<file path="src/rtl/dmem_responder_pkg.sv">
// dmem_responder_pkg: load-type encodings, responder state enum and load decode helper
package dmem_responder_pkg;
  localparam logic [2:0] LT_NONE = 3'd0;
  localparam logic [2:0] LT_LB   = 3'd1;
  localparam logic [2:0] LT_LH   = 3'd2;
  localparam logic [2:0] LT_LW   = 3'd3;
  localparam logic [2:0] LT_LBU  = 3'd4;
  localparam logic [2:0] LT_LHU  = 3'd5;
  typedef enum logic [1:0] {S_IDLE, S_WAIT, S_DONE} state_t;
  function automatic logic is_load(input logic [2:0] t);
    return t >= LT_LB && t <= LT_LHU;
  endfunction
endpackage

</file>
<file path="src/rtl/dmem_responder_ext.sv">
// load_data_ext: selects byte/halfword/word lane of a read word and sign/zero-extends it
module load_data_ext
  import dmem_responder_pkg::*;
(
  input  logic [2:0]  i_type,
  input  logic [1:0]  i_offset,
  input  logic [31:0] i_word,
  output logic [31:0] o_result
);
  logic [7:0]  w_byte;
  logic [15:0] w_half;
  assign w_byte = i_word[{i_offset, 3'b000} +: 8];
  assign w_half = i_offset[1] ? i_word[31:16] : i_word[15:0];
  always_comb
    o_result = i_type == LT_LB  ? {{24{w_byte[7]}}, w_byte} :
               i_type == LT_LBU ? {24'b0, w_byte} :
               i_type == LT_LH  ? {{16{w_half[15]}}, w_half} :
               i_type == LT_LHU ? {16'b0, w_half} :
               i_type == LT_LW  ? i_word : '0;
endmodule

</file>
<file path="src/rtl/dmem_responder.sv">
// dmem_responder: MEM-stage responder that stalls the pipeline while one load/store completes on backing memory
module dmem_responder
  import dmem_responder_pkg::*;
#(
  parameter int ADDR_W = 32
) (
  input  logic              clk,
  input  logic              rst_n,
  input  logic [2:0]        load_type_MEM,
  input  logic [3:0]        cache_write_en_MEM,
  input  logic [ADDR_W-1:0] addr_MEM,
  input  logic [31:0]       wdata_MEM,
  output logic              stall_mem,
  output logic [31:0]       load_data,
  output logic              load_valid,
  output logic              mem_req,
  output logic              mem_we,
  output logic [3:0]        mem_be,
  output logic [ADDR_W-1:0] mem_addr,
  output logic [31:0]       mem_wdata,
  input  logic              mem_ack,
  input  logic [31:0]       mem_rdata
);
  state_t            r_state, w_next;
  logic [ADDR_W-1:0] r_addr;
  logic [2:0]        r_type;
  logic [3:0]        r_be;
  logic [31:0]       r_wdata, r_load_data, w_ext;
  logic              w_store, w_access;
  assign w_store  = |cache_write_en_MEM;
  assign w_access = w_store | is_load(load_type_MEM);
  always_comb
    w_next = r_state == S_IDLE ? (w_access ? S_WAIT : S_IDLE) :
             r_state == S_WAIT ? (mem_ack ? S_DONE : S_WAIT) : S_IDLE;
  always_ff @(posedge clk or negedge rst_n)
    if (!rst_n) r_state <= S_IDLE;
    else        r_state <= w_next;
  // a store wins over a simultaneous load, so the latched type becomes none
  always_ff @(posedge clk or negedge rst_n)
    if (!rst_n) begin
      r_addr      <= '0;
      r_type      <= LT_NONE;
      r_be        <= '0;
      r_wdata     <= '0;
      r_load_data <= '0;
    end else begin
      if (r_state == S_IDLE && w_access) begin
        r_addr  <= addr_MEM;
        r_type  <= w_store ? LT_NONE : load_type_MEM;
        r_be    <= cache_write_en_MEM;
        r_wdata <= wdata_MEM << {addr_MEM[1:0], 3'b000};
      end
      if (r_state == S_WAIT && mem_ack && r_type != LT_NONE) r_load_data <= w_ext;
    end
  load_data_ext u_ext (
    .i_type  (r_type),
    .i_offset(r_addr[1:0]),
    .i_word  (mem_rdata),
    .o_result(w_ext)
  );
  assign stall_mem  = rst_n & ((r_state == S_IDLE & w_access) | r_state == S_WAIT);
  assign mem_req    = r_state == S_WAIT;
  assign mem_we     = mem_req & |r_be;
  assign mem_be     = mem_req ? r_be : 4'b0000;
  assign mem_addr   = {r_addr[ADDR_W-1:2], 2'b00};
  assign mem_wdata  = r_wdata;
  assign load_valid = r_state == S_DONE && r_type != LT_NONE;
  assign load_data  = r_load_data;
endmodule

</file>
<file path="config.mk">
export PLATFORM = sky130hd
export DESIGN_NAME = dmem_responder
export DESIGN_NICKNAME = d
export VERILOG_FILES = /design/src/rtl/dmem_responder_pkg.sv /design/src/rtl/dmem_responder_ext.sv /design/src/rtl/dmem_responder.sv
export SDC_FILE = /design/constraint.sdc
export NUM_CORES = 1
export LEC_CHECK = 0
export CAP_MARGIN = 20
export CORE_MARGIN = 2
export CORE_UTILIZATION = 45
export CTS_CLUSTER_DIAMETER = 30
export DETAILED_ROUTE_END_ITERATION = 10
export PLACE_DENSITY = 0.78
export SETUP_SLACK_MARGIN = 0.3
export SLEW_MARGIN = 5
export SYNTH_ARGS = -nofsm -noshare
export SYNTH_HDL_FRONTEND = slang
export SYNTH_SLANG_ARGS = --single-unit
</file>
<file path="constraint.sdc">
create_clock -name clk -period 2.8 [get_ports clk]
set_clock_uncertainty 0.2 [all_clocks]
set_input_delay 0.56 -clock clk [delete_from_list [all_inputs] [get_ports clk]]
set_output_delay 0.56 -clock clk [all_outputs]
set_load 0.01 [all_outputs]
</file>
# ---- Word-level counts from Yosys, hierarchy flattened
# Index checks and enable logic that the tools add are counted.
dict set report word_totals {
  regBits 105
  inputBits 106
}
dict set report op_classes {
  magnitude_cmp 2
  eq_ne 7
  shifts 2
  n_mux 12
  n_bitwise 5
  reduce_logical 9
}
# operator n
set ops {}
lappend ops {{two-way mux 32 bit} 5}
lappend ops {{variable part select 32 x 6 -> 8 bit} 1}
lappend ops {{<< shifter 32 x 5 -> 32 bit} 1}
lappend ops {{two-way mux 16 bit} 1}
lappend ops {{OR reduction 4 bit} 2}
lappend ops {{== test 3 x 2 -> 1 bit (second input constant)} 2}
lappend ops {{== test 3 bit (second input constant)} 2}
lappend ops {{two-way mux 2 bit} 3}
lappend ops {{logical AND 1 bit} 5}
lappend ops {{two-way mux 4 bit} 1}
lappend ops {{bitwise AND 1 bit} 3}
lappend ops {{== test 3 x 1 -> 1 bit (second input constant)} 1}
lappend ops {{greater-or-equal comparator 3 x 1 -> 1 bit (second input constant)} 1}
lappend ops {{<= comparator 3 bit (second input constant)} 1}
lappend ops {{two-way mux 3 bit} 1}
lappend ops {{nonzero test 3 bit} 1}
lappend ops {{== test 2 x 1 -> 1 bit (second input constant)} 1}
lappend ops {{== test 2 bit (second input constant)} 1}
lappend ops {{zero test 2 bit} 1}
lappend ops {{bitwise OR 1 bit} 2}
lappend ops {{two-way mux 1 bit} 1}

# ---- Depth between registers and ports, before layout
# Gate-level depths: netlist of the first run.
dict set report depth {
  depth_word 6
  depth_mapped 7
}

# ---- Modules after synthesis
# Synthesis of the first run repeated with hierarchy kept, for this count alone.
dict set report hier_totals {
  hier_cells 515
  area_unflattened_um2 5560.3
}
# mod n_inst cells_per_inst area_each_um2
set modules_own_cells {}
lappend modules_own_cells {dmem_responder 1 398 4737.0}
lappend modules_own_cells {load_data_ext 1 117 823.3}

# ---- Least setup slack after synthesis of the first run
# Ideal clock, no wire load.
dict set report synth_path {
  kind {input -> output}
  start {input port load_type_MEM[1]}
  end {output port stall_mem}
  arrival_time_ns 1.676
  required_time_ns 2.040
  slack_ns 0.364
  cell_stages 6
  path_buffers 2
  cell_sequence {nor3_1 -> a21o_1 -> a211o_1 -> buf_4 -> buf_4 -> a21boi_0}
}
dict set report synth_between {
  elab_chain_cells 6
}
# element line
set synth_lines {}
lappend synth_lines {{from (decl)} dmem_responder.sv:9} ;# input logic [2:0] load_type_MEM,
lappend synth_lines {{greater-or-equal comparator 3 x 1 -> 1 bit / <= comparator 3 bit (equally long branches)} dmem_responder_pkg.sv:11} ;# return t >= LT_LB && t <= LT_LHU;
lappend synth_lines {{logical AND 1 bit (*)} dmem_responder_pkg.sv:11}
lappend synth_lines {{bitwise OR 1 bit (*)} dmem_responder.sv:31} ;# assign w_access = w_store | is_load(load_type_MEM);
lappend synth_lines {{bitwise AND 1 bit (*)} dmem_responder.sv:61} ;# assign stall_mem = rst_n & ((r_state == S_IDLE & w_access) | r_state == S_WAIT);
lappend synth_lines {{bitwise OR 1 bit (*)} dmem_responder.sv:61}
lappend synth_lines {{bitwise AND 1 bit (*)} dmem_responder.sv:61}
lappend synth_lines {{to (decl)} dmem_responder.sv:13} ;# output logic stall_mem,
# Every way passes the cells marked *; elsewhere a longest branch is shown, timed or not.

# ---- Worst setup path after layout of the first run
dict set report layout_path {
  start {register r_be[2]}
  end {output port mem_we}
}
dict set report layout_between {
  elab_chain_cells 2
}
# element line
set layout_lines {}
lappend layout_lines {{from (decl)} dmem_responder.sv:27} ;# logic [3:0] r_be;
lappend layout_lines {{from (signal assigned)} dmem_responder.sv:50} ;# r_be <= cache_write_en_MEM;
lappend layout_lines {{OR reduction 4 bit} dmem_responder.sv:63} ;# assign mem_we = mem_req & |r_be;
lappend layout_lines {{bitwise AND 1 bit} dmem_responder.sv:63}
lappend layout_lines {{to (decl)} dmem_responder.sv:17} ;# output logic mem_we,
# No other way between the ends.

==> results of run 1 <==
-- how the worst max path moves through the flow --
stage,startpoint,endpoint,slack [ps]
floorplan,load_type_MEM[1],stall_mem,360
global placement,load_type_MEM[1],stall_mem,-300
detailed placement,load_type_MEM[1],stall_mem,-330
CTS,load_type_MEM[0],stall_mem,150
global route,r_be[2],mem_we,250
finish,r_be[2],mem_we,300
-- where the power goes --
group	internal (mW)	switching, mW
clock	0.697	0.576
sequential	2.22	0.439
combinational	2.09	1.58
-- area by class of cell --
class	instances	area share [%]
clock buffers	10	2.93
well taps	147	2.35
repair buffers	225	28.5
multi-input cells	330	31.1
flip-flops and latches	105	33.6
inverters	13	0.624
clock inverters	6	0.865
-- stage by stage --
| step | util (%) | setup WS [ps] | std cells |
|---|---|---|---|
| after floorplan | - | 364 | 515 |
| after global placement | 62.1 | -303 | 816 |
| after detailed placement | 62.1 | -327 | 816 |
| after CTS | 64.7 | 147 | 834 |
| after global routing | 65.1 | 249 | 836 |
| final | 65.1 | 304 | 836 |
-- metal layers --
metal,vias up,part of all wire [%],GRT usage [%]
met5,-,0,0
met4,0,2.4,7.31
met3,25,7.7,8.12
met2,168,48,35.9
met1,2187,42,28.8
li1,2117,-,-
-- cells in the final DEF, fill, tap and decap left out, types with 2 or more instances in the layout --
cell type | Yosys | final
dfrtp_1 | 105 | 104
o22a_1 | 15 | 15
a31oi_1 | 7 | 7
o221ai_1 | 8 | 8
o21ai_0 | 24 | 24
nand2_1 | 36 | 36
clkdlybuf4s50_1 | 0 | 193
mux2_2 | 10 | 10
a21oi_1 | 30 | 30
nor2b_1 | 19 | 19
mux2i_1 | 28 | 28
clkbuf_16 | 0 | 9
nand4_1 | 10 | 10
dlygate4sd2_1 | 0 | 6
nand2b_1 | 3 | 2
and2_1 | 5 | 5
dlymetal6s2s_1 | 0 | 6
buf_4 | 36 | 17
conb_1 | 1 | 2
mux2_1 | 57 | 57
nor2_1 | 35 | 35
a21oi_2 | 11 | 11
a211oi_1 | 8 | 8
inv_1 | 13 | 12
clkinvlp_4 | 0 | 2
nand3_1 | 3 | 3
-- kinds of logic (layout without fill, tap and decap cells) --
group                  Yosys count  after routing  synth area share (%)
AND/OR/NAND/NOR                119            119                  10.5
AO/OA/AOI/OAI                  112            112                  13.4
flip-flops                     105            105                  47.4
multiplexers                    96             96                  19.1
buffers and inverters           80            254                  9.45
other                            1              2                0.0676
XOR/XNOR                         1              1                 0.158
-- flip-flops by register name, indices dropped and copies added (netlist names) --
| register | count |
|---|---|
| load_data | 32 |
| mem_wdata | 32 |
| r_addr | 32 |
| r_be | 4 |
| r_state | 2 |
| r_type | 3 |
-- what timing repair did --
item / in CTS / in global routing
gates resized for setup: 15 / 10
pin swaps: 0 / 2
buffers inserted: 2 / 2
hold buffers: 0 / 0
setup endpoints to repair: 78 / 64
==> metrics, run 1 <==
worst-path cell chain=nor4_1, nor2_1, clkdlybuf4s50_1; DRC errors left=0; Max Freq=roughly 0.40 GHz; kind of critical path=reg2out; gr usage total=22.6%; Syn Inst Count=slightly above 500; Tightest Hold Check Type=in2async; max-slew violation count=0; die boundary height=approximately 120 microns; critical path peak fanout=3; post-synthesis sequential area ratio=between 40% and 50%; status=finished, final reports clean; worst reg-to-reg setup slack=~560 ps; worst hold margin=approximately 110 ps; clock-pin slew on the worst setup and hold paths=~70 ps; detailed-route wire length=14.9 mm; count of max-cap constraint violations=0; stage delay of the slowest cell on the critical path=490 ps; leading area contributor after synthesis=dfrtp_1; arrival time of the worst setup path=approximately 1700 ps; capturing element type of the critical path=output pin; post-layout minimum cycle time=between 2000 and 2500 ps; placer congestion estimate=~0.86; Synth Flop Type=dfrtp_1; area of the placeable core=between 10000 and 15000 sq um; I/O Pins=between 200 and 250; Crit Reg-Reg Endpoint=load_data[14]; required time of the critical path=just over 2000 ps; Tightest Pin Transition=around 780 ps; final-stage net count=between 700 and 800; iteration-0 DRC count of the detailed router=between 300 and 400; via count normalized by instance count=around 5.4; total standard cell area after synthesis=between 5000 and 6000 sq um; largest voltage drop on the vdd net=a little over 1000 uV; most numerous cell in the Yosys netlist=dfrtp_1; IO Port Bufs=slightly above 200; synth top area cells=dfrtp_1 (47%), mux2_1 (12%), mux2i_1 (5.1%); worst r2r path cells=4; fillers=966; family with the most delay on the worst path=buffers and inverters; beginning of the worst register-to-register path=r_addr[1]; maximum number of pins on one net before global-route repair=between 70 and 80; area of all sequential standard cells=between 2000 and 3000 sq um; power density cells=between 900 and 1000 nW/um^2; antenna cell count=0; width of the chip=approximately 120 microns; count of buffer and inverter cells on the critical path=1; type of origin of the critical path=flip-flop; setup total negative slack=0 ps; register bit count reported by yosys=~110; root buffer cell=clkbuf_16; first-pass GRT wire length=23.2 mm; vias post-DR=approximately 4500; Critical Path Stages=3; TritonCTS Buffers=9; floorplan row count=40; count of synthesis-stage warnings from yosys=0; Crit-path slowest cell=clkdlybuf4s50_1; post-layout total power=approximately 7.6 mW; Clock Tree Buf Depth=2; Setup Viol. Count Final=0; Multi-input gate area=2430 sq um; die footprint=between 10000 and 15000 sq um; cell types with the highest counts after synthesis=dfrtp_1 (105), mux2_1 (57), buf_4 (36), nand2_1 (36), nor2_1 (35); Avg Inst Size Synth=approximately 11 sq um; static power due to leakage=between 3 and 4 nW; total gr overflow=0; Routed wire per std cell=roughly 18 microns; dpl cell area=around 7500 sq um; count of flip-flops with a built-in enable after synthesis=0; post-DP HPWL=~11 mm; number of distinct library cell variants in the gate-level netlist after synthesis=44; final antenna-violating net count=0; number of hold-slack violations in the final timing report=0; via count of the first global-routing pass=around 4600; Initial Utilization=between 40% and 50%; Async SR Flop Fraction=100%; final critical-path share of the clock period=89.1%; clock tree from TritonCTS=built; fraction of final layout cells with drive strength greater than 1=between 9 and 10%; Pre-Repair DR Iteration Count=4; antenna violations before repair=0; setup repair after global routing missed its margin=false; clk sinks=about 110; worst skew pair latency=350 ps; H-tree levels=3; post-synth top area share=a little under half; area delta synth->final=40.8%; Layout Cell Area excl Fill=7820 sq um; worst relative slew slack=48.2%
Note: power is estimated with default switching activity, not from simulation.
==> run 2: changes to the inputs <==
--- a/config.mk
+++ b/config.mk
@@ -8,6 +8,7 @@
 export CAP_MARGIN = 20
 export CORE_MARGIN = 2
 export CORE_UTILIZATION = 45
+export CTS_BUF_LIST = sky130_fd_sc_hd__clkbuf_8
 export CTS_CLUSTER_DIAMETER = 30
 export DETAILED_ROUTE_END_ITERATION = 10
 export PLACE_DENSITY = 0.78
==> run 2 against run 1 <==
Die area stayed put. First-iteration DRC count fell by 3.1%. Clock-buffer cell count is 1 lower. Register-to-register slack hardly changed. Critical endpoint is now stall_mem. Critical path type is now in2out. Flip-flop and latch count is the same. Global-route usage shrank 0.15 points. Combinational power about the same. Maximum frequency fell by 1.8%.
==> metrics, run 2 (synthesized netlist as in run 1, its figures left out) <==
final-stage net count=790; gr usage total=between 20% and 30%; beginning of the worst register-to-register path=r_addr[1]; Routed wire per std cell=approximately 18 microns; placer congestion estimate=~0.86; type of origin of the critical path=input port; power density cells=between 900 and 1000 nW/um^2; area of the placeable core=about 12000 sq um; count of max-cap constraint violations=0; largest voltage drop on the vdd net=a little over 1000 uV; Met3 Wirelength=around 1.1 mm; kind of critical path=in2out; Crit-path slowest cell=clkdlybuf4s50_1; total gr overflow=0; worst hold margin=between 70 and 80 ps; area delta synth->final=39.1%; post-layout total power=7.26 mW; DRC errors left=0; worst relative slew slack=between 40% and 50%; I/O Pins=210; status=finished, final reports clean; first-pass GRT wire length=approximately 23 mm; Worst setup startpoint=cache_write_en_MEM[3]; critical path peak fanout=2; floorplan row count=40; fillers=roughly 1000; setup repair after global routing missed its margin=true; Pre-Repair DR Iteration Count=4; root buffer cell=clkbuf_8; uppermost routed layer=met4; stage delay of the slowest cell on the critical path=550 ps; Initial Utilization=between 40% and 50%; width of the chip=about 120 microns; worst-path cell chain=clkdlybuf4s50_1, nor4_4, a211o_4, a21boi_2, buf_2; capturing element type of the critical path=output pin; Max Freq=approximately 0.4 GHz; static power due to leakage=about 3.3 nW; count of buffer and inverter cells on the critical path=2; post-layout minimum cycle time=about 2500 ps; detailed-route wire length=14.7 mm; worst skew pair latency=380 ps; max-slew violation count=0; via count normalized by instance count=about 5.4; clock-pin slew on the worst setup and hold paths=100 ps; antenna violations before repair=0; final critical-path share of the clock period=90.8%; clk sinks=about 110; IO Port Bufs=just over 200; iteration-0 DRC count of the detailed router=between 300 and 400; via count of the first global-routing pass=4536; final antenna-violating net count=0; H-tree levels=3; Clock Tree Buf Depth=2; number of hold-slack violations in the final timing report=0; family with the most delay on the worst path=buffers and inverters; fraction of final layout cells with drive strength greater than 1=under 10%; met2 wire length=7.03 mm; required time of the critical path=~2000 ps; TritonCTS Buffers=9; most used cells in the layout excluding fill and tap cells=clkdlybuf4s50_1 (195), dfrtp_1 (104), mux2_1 (57); die footprint=about 13000 sq um; Metal-1 WL=~6.2 mm; post-DP HPWL=approximately 11 mm; Setup Viol. Count Final=0; antenna cell count=0; leading cell type in the layout, fill and taps excluded=clkdlybuf4s50_1; hold buffer count at cts=0; clock tree from TritonCTS=built; maximum number of pins on one net before global-route repair=between 70 and 80; vias post-DR=4492; arrival time of the worst setup path=between 1500 and 2000 ps; Tightest Hold Check Type=in2async; Tightest Pin Transition=between 700 and 800 ps; die boundary height=between 100 and 150 microns
==> run 2: cell count changes in the layout (fill, tap and decap cells not counted), moves of 2 or more <==
cell,previous run,this run
clkbuf_16,9,0
clkbuf_8,0,10
clkdlybuf4s50_1,193,195
dlygate4sd2_1,6,4
==> run 2: cell type report <==
class	count	area, sq um	share of cell area (%)
flip-flops and latches	105	2630	34.0
multi-input cells	330	2440	31.6
repair buffers	225	2230	28.9
well taps	147	184	2.38
clock buffers	9	124	1.60
clock inverters	7	71.3	0.924
inverters	13	48.8	0.632
==> run 2: final timing paths <==
kind / slack [ps] / to / cells after the start
min reg2reg: 290 / r_addr[16] / 1
min in group clk: 290 / r_addr[16] / 1
min: 70 / r_addr[2] / 2
max in group asynchronous: 1130 / r_addr[27] / 3
max reg2reg: 570 / load_data[13] / 4
max: 260 / stall_mem / 5
==> run 2: what timing repair did <==
action                                  CTS  global route
gates resized for setup                  13            10
setup buffers                             3             1
endpoints found under the hold margin     0             0
pin swaps                                 0             1
endpoints found under the setup margin   79            64
==> run 2: metrics by stage <==
step / instance area (sq um) / cells / setup TNS (ps) / util, % / worst slack (ps)
after floorplan: 5550 / 515 / 0 / - / 364
after global placement: 7460 / 816 / -12130 / 62.1 / -303
after detailed placement: 7460 / 816 / -19640 / 62.1 / -327
after CTS: 7680 / 835 / 0 / 63.9 / 108
after global routing: 7720 / 836 / 0 / 64.3 / 236
final: 7720 / 836 / 0 / 64.3 / 258
==> run 2: layer usage <==
metal,vias to the layer above,GRT usage (%)
li1,2117,-
met1,2176,28.6
met2,171,35.5
met3,28,8.12
met4,0,7.63
met5,-,0
==> run 2: power by group <==
group	internal, mW	switching [mW]	total, mW
clock network	0.413	0.537	0.951
registers	2.21	0.441	2.66
logic	2.08	1.57	3.65
total	4.71	2.54	7.26
==> run 3: changes to the inputs <==
--- a/config.mk
+++ b/config.mk
@@ -6,12 +6,14 @@
 export NUM_CORES = 1
 export LEC_CHECK = 0
 export CAP_MARGIN = 20
+export CELL_PAD_IN_SITES_DETAIL_PLACEMENT = 0
+export CELL_PAD_IN_SITES_GLOBAL_PLACEMENT = 2
 export CORE_MARGIN = 2
-export CORE_UTILIZATION = 45
+export CORE_UTILIZATION = 30
 export CTS_BUF_LIST = sky130_fd_sc_hd__clkbuf_8
-export CTS_CLUSTER_DIAMETER = 30
 export DETAILED_ROUTE_END_ITERATION = 10
-export PLACE_DENSITY = 0.78
+export HOLD_SLACK_MARGIN = 0.03
+export PLACE_DENSITY = 0.85
 export SETUP_SLACK_MARGIN = 0.3
 export SLEW_MARGIN = 5
 export SYNTH_ARGS = -nofsm -noshare
==> run 3 against run 2 <==
The run now ends with DRC left. Worst hold slack better by 13 ps. Maximum frequency increased by 3.9%. Utilization decreased by 21 points. Cell area rose by 2.2%. Largest power group unchanged. Highest routed layer unchanged.
==> metrics, run 3 (synthesized netlist as in run 1, its figures left out) <==
dpl cell area=7600 sq um; antenna violations before repair=0; via count normalized by instance count=roughly 4.9; capturing element type of the critical path=output pin; Max Freq=a little over 0.4 GHz; critical path peak fanout=4; worst reg-to-reg setup slack=690 ps; worst relative slew slack=slightly above 50%; number of hold-slack violations in the final timing report=0; required time of the critical path=2040 ps; H-tree levels=3; area of all sequential standard cells=around 2600 sq um; gr usage total=between 10% and 20%; hold buffer count at cts=0; placer congestion estimate=~0.84; width of the chip=approximately 140 microns; Critical Path Stages=6; IO Port Bufs=between 200 and 250; worst-path cell chain=dlygate4sd2_1, nor4_4, buf_12, a211o_4, a21boi_2, buf_2; vias post-DR=around 4500; Routed wire per std cell=18.1 microns; Clk pwr share=between 10% and 20%; area of the placeable core=approximately 18000 sq um; via count of the first global-routing pass=approximately 4600; status=complete, but fails checks; total gr overflow=0; setup repair after global routing missed its margin=false; post-layout total power=7.55 mW; Seq pwr share=between 30% and 40%; Crit-path slowest cell=nor4_4; detailed-route wire length=around 17 mm; Layout Cell Area excl Fill=~7900 sq um; I/O Pins=210; leading cell type in the layout, fill and taps excluded=clkdlybuf4s50_1; failing checks=DRC; end point of the critical path=stall_mem; family with the most delay on the worst path=buffers and inverters; Pre-Repair DR Iteration Count=7; iteration-0 DRC count of the detailed router=approximately 250; DRC errors left=9; antenna cell count=0; floorplan row count=between 40 and 50; worst slack at placement=-357 ps; beginning of the worst register-to-register path=r_state[1]; largest voltage drop on the vdd net=~440 uV; die footprint=approximately 20000 sq um; root buffer cell=clkbuf_8; maximum number of pins on one net before global-route repair=between 50 and 60; arrival time of the worst setup path=between 1500 and 2000 ps; Crit Reg-Reg Endpoint=load_data[13]; post-layout minimum cycle time=2450 ps; count of max-cap constraint violations=0; fraction of final layout cells with drive strength greater than 1=about a tenth; die boundary height=140 microns; setup slack after layout=approximately 350 ps; Tightest Hold Check Type=in2async; kind of critical path=in2out; Tightest Pin Transition=roughly 730 ps; power density cells=approximately 960 nW/um^2; Finished Core Util=a little over two fifths; Multi-input gate area=between 2000 and 2500 sq um; TritonCTS Buffers=9; switching component of the power=2.62 mW; Setup Viol. Count Final=0; count of placed standard cells including taps=~900; area delta synth->final=42.3%; switching power share of the total=about a third; most used cells in the layout excluding fill and tap cells=clkdlybuf4s50_1 (192), dfrtp_1 (104), mux2_1 (57); worst skew pair latency=380 ps; max-slew violation count=0; clk sinks=between 100 and 150; clock-pin slew on the worst setup and hold paths=roughly 110 ps; post-DP HPWL=between 10 and 15 mm; Clock Tree Buf Depth=2; Worst setup startpoint=cache_write_en_MEM[1]; type of origin of the critical path=input port; final-stage net count=about 800; stage delay of the slowest cell on the critical path=between 300 and 400 ps; worst r2r path cells=7; final antenna-violating net count=0; first-pass GRT wire length=26.2 mm; internal power consumption=4.93 mW; combinational power share=about half; fillers=1708; count of buffer and inverter cells on the critical path=3; final critical-path share of the clock period=87.4%; Initial Utilization=between 30 and 40%; final standard cell count with taps included and fillers excluded=approximately 920; static power due to leakage=about 3.3 nW; clock tree from TritonCTS=built
==> run 3: cell count changes in the layout (fill, tap and decap cells not counted), sizes merged <==
| cell | delta |
|---|---|
| dlymetal6s2s | -4 |
| clkinvlp | -2 |
| buf | +6 |
| clkbuf | -1 |
| clkdlybuf4s15 | +1 |
| clkdlybuf4s50 | -3 |
| dlygate4sd2 | +6 |
| bufinv | +2 |
==> run 3: area by class of cell <==
type                    count  area share, %
clock buffers               9           1.57
flip-flops and latches    105           33.3
multi-input cells         330           30.7
inverters                  13          0.618
repair buffers            230           28.6
well taps                 229           3.63
clock inverters             7           1.59
==> run 3: routing by layer <==
| layer | global-route usage [%] | up-vias | part of all wire [%] |
|---|---|---|---|
| li1 | - | 2136 | - |
| met1 | 21.5 | 2204 | 42 |
| met2 | 29.7 | 132 | 51 |
| met3 | 3.52 | 16 | 5.0 |
| met4 | 5.21 | 0 | 1.8 |
| met5 | 0 | - | 0 |
==> run 3: stage by stage <==
step           hold WS [ps]  setup TNS (ps)
2_1_floorplan          64.4               0
3_3_place_gp            270          -12880
3_5_place_dp            281          -15170
4_1_cts                 108               0
5_1_grt                 113               0
6_report               84.7               0
==> run 3: worst min-delay path by stage <==
stage | from | to | slack [ps] | cells past startpoint
after detailed placement | mem_wdata[8] | mem_wdata[8] | 280 | 1
after CTS | rst_n | mem_wdata[23] | 110 | 2
final | rst_n | mem_wdata[31] | 80 | 2
after global routing | rst_n | mem_wdata[31] | 110 | 2
after floorplan | rst_n | load_data[0] | 60 | 0
after global placement | load_data[7] | load_data[7] | 270 | 2
==> run 3: power by group through the flow <==
stage / clock network, mW / logic [mW] / registers, mW
4_1_cts: 1.22 / 3.77 / 2.65
6_report: 1.18 / 3.73 / 2.63
2_1_floorplan: 0 / 2.00 / 2.75
3_3_place_gp: 0 / 3.66 / 2.64
3_5_place_dp: 0 / 3.72 / 2.68
5_1_grt: 1.28 / 4.00 / 2.73
==> run 3: repair_timing <==
item | 4_1_cts | 5_1_grt
buffers inserted | 5 | 0
resized for setup | 20 | 4
endpoints found under the setup margin | 72 | 16
gates cloned | 0 | 0
==> run 3: worst register-to-register path: stages, from the launching register on <==
cell,delay [ps]
dfrtp_1,380
nand2b_1,190
inv_2,130
buf_4,130
buf_4,110
and3_4,370
nand2_1,250
o22a_1,250
